### config.mk
export PLATFORM = sky130hd
export DESIGN_NAME = stage3
export DESIGN_NICKNAME = d
export VERILOG_FILES = /design/src/rtl/stage3_pkg.sv /design/src/rtl/stage3_pc_next.sv /design/src/rtl/stage3.sv
export SDC_FILE = /design/constraint.sdc
export NUM_CORES = 1
export LEC_CHECK = 0
export CAP_MARGIN = 20
export CORE_MARGIN = 5
export CORE_UTILIZATION = 32
export DETAILED_ROUTE_END_ITERATION = 10
export PLACE_DENSITY = 0.94
export SYNTH_ARGS = -nofsm -noshare
export SYNTH_HDL_FRONTEND = slang
export SYNTH_HIERARCHICAL = 1
export SYNTH_SLANG_ARGS = --single-unit
### constraint.sdc
create_clock -name vclk -period 3.9
set_input_delay 0.78 -clock vclk [all_inputs]
set_output_delay 0.78 -clock vclk [all_outputs]
set_load 0.02 [all_outputs]
### src/rtl/stage3_pkg.sv
// Shared constants and micro-op encodings for the stage-3 write/branch block.
package stage3_pkg;
  typedef enum logic [2:0] {
    MB_NOP        = 3'd0,
    MB_RAM_WR     = 3'd1,
    MB_IO_WR      = 3'd2,
    MB_RAM_WR_IND = 3'd3,
    MB_JMP        = 3'd4,
    MB_JZ         = 3'd5,
    MB_JNZ        = 3'd6,
    MB_HALT       = 3'd7
  } mblock_e;

  localparam logic [15:0] RESET_PC = 16'h0044;
  localparam logic [15:0] PC_STEP  = 16'd4;
endpackage

### src/rtl/stage3_pc_next.sv
// Next-PC selection: reset vector, hold while powered off, jumps, or increment.
module stage3_pc_next
  import stage3_pkg::*;
(
  input  logic        rst,
  input  logic        reset_button,
  input  logic        is_powered_on,
  input  mblock_e     mblock,
  input  logic        flag_last_zero,
  input  logic [15:0] pc,
  input  logic [15:0] target,
  output logic [15:0] pc_next
);
  logic [15:0] pc_inc;
  logic        take_jump;

  always_comb begin
    pc_inc    = pc + PC_STEP;
    take_jump = (mblock == MB_JMP) ||
                ((mblock == MB_JZ)  &&  flag_last_zero) ||
                ((mblock == MB_JNZ) && !flag_last_zero);
    if (rst || reset_button)  pc_next = RESET_PC;
    else if (!is_powered_on)  pc_next = pc;
    else if (take_jump)       pc_next = target;
    else                      pc_next = pc_inc;
  end
endmodule

### src/rtl/stage3.sv
// Stage 3: combinational write decode, power-state update and next-PC selection.
module stage3
  import stage3_pkg::*;
(
  input  logic        clk,
  input  logic        rst,
  input  logic [2:0]  mblock_s3,
  input  logic [31:0] vrw_value,
  input  logic [31:0] vw_value,
  input  logic [7:0]  vrw_source,
  input  logic [15:0] pc,
  input  logic        is_powered_on,
  input  logic        flag_last_zero,
  input  logic        execute_from_ram,
  input  logic        reset_button,
  output logic [31:0] output_devices_value,
  output logic [7:0]  io_device_id,
  output logic [15:0] ram_address,
  output logic [31:0] ram_in,
  output logic        ram_is_write,
  output logic        output_is_write,
  output logic [15:0] pc_next,
  output logic        execute_from_ram_new,
  output logic        is_powered_on_new
);
  mblock_e mb;
  assign mb = mblock_e'(mblock_s3);

  // No state lives here; rst only takes effect through downstream registers.
  logic unused_sigs;
  assign unused_sigs = &{1'b0, clk, vrw_value[31:16]};

  stage3_pc_next u_pc_next (
    .rst            (rst),
    .reset_button   (reset_button),
    .is_powered_on  (is_powered_on),
    .mblock         (mb),
    .flag_last_zero (flag_last_zero),
    .pc             (pc),
    .target         (vw_value[15:0]),
    .pc_next        (pc_next)
  );

  always_comb begin
    output_devices_value = '0;
    io_device_id         = '0;
    ram_address          = '0;
    ram_in               = '0;
    ram_is_write         = 1'b0;
    output_is_write      = 1'b0;
    is_powered_on_new    = is_powered_on;
    execute_from_ram_new = execute_from_ram;
    if (rst || reset_button) begin
      is_powered_on_new    = 1'b1;
      execute_from_ram_new = 1'b0;
    end else if (is_powered_on) begin
      unique case (mb)
        MB_RAM_WR: begin
          ram_is_write = 1'b1;
          ram_address  = {8'd0, vrw_source};
          ram_in       = vw_value;
        end
        MB_IO_WR: begin
          output_is_write      = 1'b1;
          io_device_id         = vrw_source;
          output_devices_value = vw_value;
        end
        MB_RAM_WR_IND: begin
          ram_is_write = 1'b1;
          ram_address  = vrw_value[15:0];
          ram_in       = vw_value;
        end
        MB_HALT: is_powered_on_new = 1'b0;
        default: ;
      endcase
    end
  end
endmodule

### After elaboration in Yosys (flattened, before gate mapping)

Cells that the tools add are included.

* flip-flop bits (word level): 0
* bits of input ports: 97
* output and inout port bits: 108
* logic and storage cells: 40

* add/subtract/negate cells: 1
* equal/unequal tests: 7
* muxes and demuxes: 25
* reductions and logical operators: 7

Operators by type and width (number)
* $mux W32: 6
* $mux W16: 5
* $pmux W16 S2: 1
* $mux W8: 3
* $add A16 B3 Y16 const B: 1
* $eq A3 B3 Y1 const B: 4
* $mux W1: 10
* $eq A3 B2 Y1 const B: 2
* $eq A3 B1 Y1 const B: 1
* $logic_or A1 B1 Y1: 3
* $logic_and A1 B1 Y1: 2
* $reduce_or A2 Y1: 1
* $logic_not A1 Y1: 1

### Longest topological paths before layout

* depth after elaboration: 7
* depth in mapped cells: 6
* mapped depth without buffers: 5

### Modules after synthesis

The synthesis kept the hierarchy.

Modules (own cells, without submodules)
* stage3: times used 1, cells an instance 173, area an instance 1209.9 µm²
* stage3_pc_next: times used 1, cells an instance 109, area an instance 685.7 µm²

### Least setup slack after synthesis

No wires, ideal clock.

* kind: input-to-output
* start point: input port pc[7]
* end point: output port pc_next[13]
* arrival: 2280 ps
* data required time: 3120 ps
* slack: 840 ps
* stages: 3
* path through: nand3_2 -> or4_4 -> o311ai_0

* longest elaborated chain between the ends: 4

Ends and longest elaborated chain
* start, declared: line stage3.sv:11 `input logic [15:0] pc,`
* $add A16 B3 Y16: line stage3_pc_next.sv:18 `pc_inc = pc + PC_STEP;`
* $mux W16: line stage3_pc_next.sv:24 `else if (take_jump) pc_next = target;`
* $mux W16: line stage3_pc_next.sv:23 `else if (!is_powered_on) pc_next = pc;`
* $mux W16: line stage3_pc_next.sv:22 `if (rst || reset_button) pc_next = RESET_PC;`
* end, declared: line stage3.sv:22 `output logic [15:0] pc_next,`

No other way between the ends.

### Worst setup path in the final report

* start point: input port pc[5]
* end point: output port pc_next[13]

The elaborated chain is that of the path after synthesis.

==> flow_metrics.tcl <==
set metrics [dict create \
    outcome "complete, no violations" \
    viasPerCell 5.197 \
    fin_ws_ns 0.09890 \
    final_cell_mix "183 x clkdlybuf4s50_1, 60 x nor3_2, 50 x inv_1, 30 x nor3_1, 30 x buf_4" \
    synthCells 282 \
    design_area_mm2 0.003968 \
    dr.pass1.iters 5 \
    maxSlewHeadroom_pct 71.70 \
    initialDrtViolationCount 103 \
    drc 0 \
    synth_nets 380 \
    initial_core_util_pct 32.40 \
    grt_pass1_wl_um 13660 \
    startpoint "pc[5]" \
    setup_violations 0 \
    nets 572 \
    yosysWarnings 6 \
    rows 28 \
    finalSetupTns_ns 0 \
    grt_pass1_vias 2841 \
    cp_max_fo 5 \
    diodes 0 \
    cts_hold_buf 0 \
    die_h_um 86.97 \
    grt_max_degree 47 \
    final_antenna_net_count 0 \
    fin_crit_sh_pct 97.46 \
    crit_arrival_ns 3.02 \
    dp_slack_ns -0.03074 \
    power_density_mw_per_mm2 75.10 \
    yosys.cell_types.count 47 \
    io_pins 205 \
    multi_input_comb_area_mm2 0.001514 \
    final-seq-area_um2 0 \
    end_kind "output pin" \
    maxSlewViolCount 0 \
    hpwl_um 7209 \
    worst_pin_slew_ns 0.4234 \
    drive_above_1_share_pct 21.40 \
    postPlaceCellArea_mm2 0.003963 \
    post-route-util_pct 67.81 \
    min_from "pc[15]" \
    syn_area_mm2 0.001896 \
    synth_seq_area_share_pct 0 \
    portBuffers 188 \
    wl_per_cell_um 15.74 \
    critPathKind "in -> out" \
    avgSynthCellArea_um2 6.722 \
    cap_violations 0 \
    antenna_found_initial 0 \
    gp_congestion 0.9404 \
    layout_commonest_cell "clkdlybuf4s50_1" \
    coreArea_mm2 0.005851 \
    dieArea_mm2 0.007563 \
    seq_cells 0 \
    vias 2843 \
    die_x_um 86.97 \
    fill_cells 484 \
    p_leak_nw 1.515 \
    hold_path_class "in -> out" \
    grt_setup_unrepaired "no" \
    finalHoldViolCount 0 \
    required_ns 3.12 \
    area_growth_pct 109.3 \
    ir_drop_mv 0.05482 \
    clkbuf_count 0 \
    dp_cells 547 \
    gr-total-overflow 0 \
    fin_crit_ns 3.801 \
    final_cell_count_no_fill 547 \
    fmax_mhz 263.1 \
    routed_wl_um 8610 \
    track_usage_pct 21.45 \
    start_kind "input port" \
]
[final cells by class]
| cell class | instances | share of cell area (%) |
|---|---|---|
| timing repair buffer | 221 | 54.75 |
| multi-input combinational | 201 | 38.16 |
| inverter | 50 | 4.730 |
| tap | 75 | 2.365 |
[stage by stage]
stage / hold slack [ns] / total power [mW]
after global placement: 2.579 / 0.2895
after CTS: 2.587 / 0.2979
final: 2.378 / 0.2980
after floorplan: 1.642 / 0.1317
after detailed placement: 2.587 / 0.2972
after global routing: 2.404 / 0.3197
[what timing repair did]
item	in CTS	in global routing
setup endpoints to repair	2	3
gates resized for setup	2	3
setup buffers	0	0
cloned	0	0
[cell usage after synthesis (3+ instances only)]
master / number / share of area (%)
nor3_2: 60 / 32
inv_1: 50 / 9.9
nor3_1: 30 / 7.9
nand2_1: 13 / 2.6
nand3_1: 13 / 3.4
mux2i_1: 12 / 6.3
buf_6: 10 / 5.9
clkbuf_1: 9 / 1.8
a21oi_1: 7 / 1.8
buf_2: 7 / 1.8
o21ai_0: 6 / 1.6
a31oi_1: 5 / 1.7
buf_1: 5 / 0.99
nor2_1: 5 / 0.99
nor3b_1: 4 / 1.6
a32o_1: 3 / 1.6
a41oi_1: 3 / 1.4
and3_1: 3 / 0.99
nand4_1: 3 / 0.99
[cell families after synthesis]
logic type / Yosys count / share of synthesized area, %
compound gates: 38 / 14.32
fa+ha+maj: 1 / 0.6600
buf+inv: 81 / 20.46
mux: 13 / 7.063
simple gates: 149 / 57.49
[critical path: stages]
cell	delay [ns]
clkdlybuf4s50_1	0.55
nand4_1	0.17
or4_4	0.48
o311ai_0	0.37
clkdlybuf4s50_1	0.67
[final timing paths]
| path | end | slack (ns) | cells past startpoint |
|---|---|---|---|
| max | pc_next[13] | 0.1 | 5 |
| min | pc_next[15] | 2.38 | 3 |
[metal layers]
| layer | track usage (%) | vias up | share of wire [%] |
|---|---|---|---|
| met5 | 0 | - | 0 |
| met4 | 2.550 | 0 | 1.1 |
| met3 | 2.744 | 14 | 11 |
| met2 | 41.75 | 179 | 52 |
| met1 | 25.25 | 1275 | 36 |
| li1 | - | 1375 | - |
[power by group]
part / switching, mW / total, mW / leakage (nW) / internal [mW]
combinational: 0.146 / 0.298 / 1.52 / 0.152
sequential: 0 / 0 / 0 / 0
clock: 0 / 0 / 0 / 0
Power figures use the tool's default switching activity.
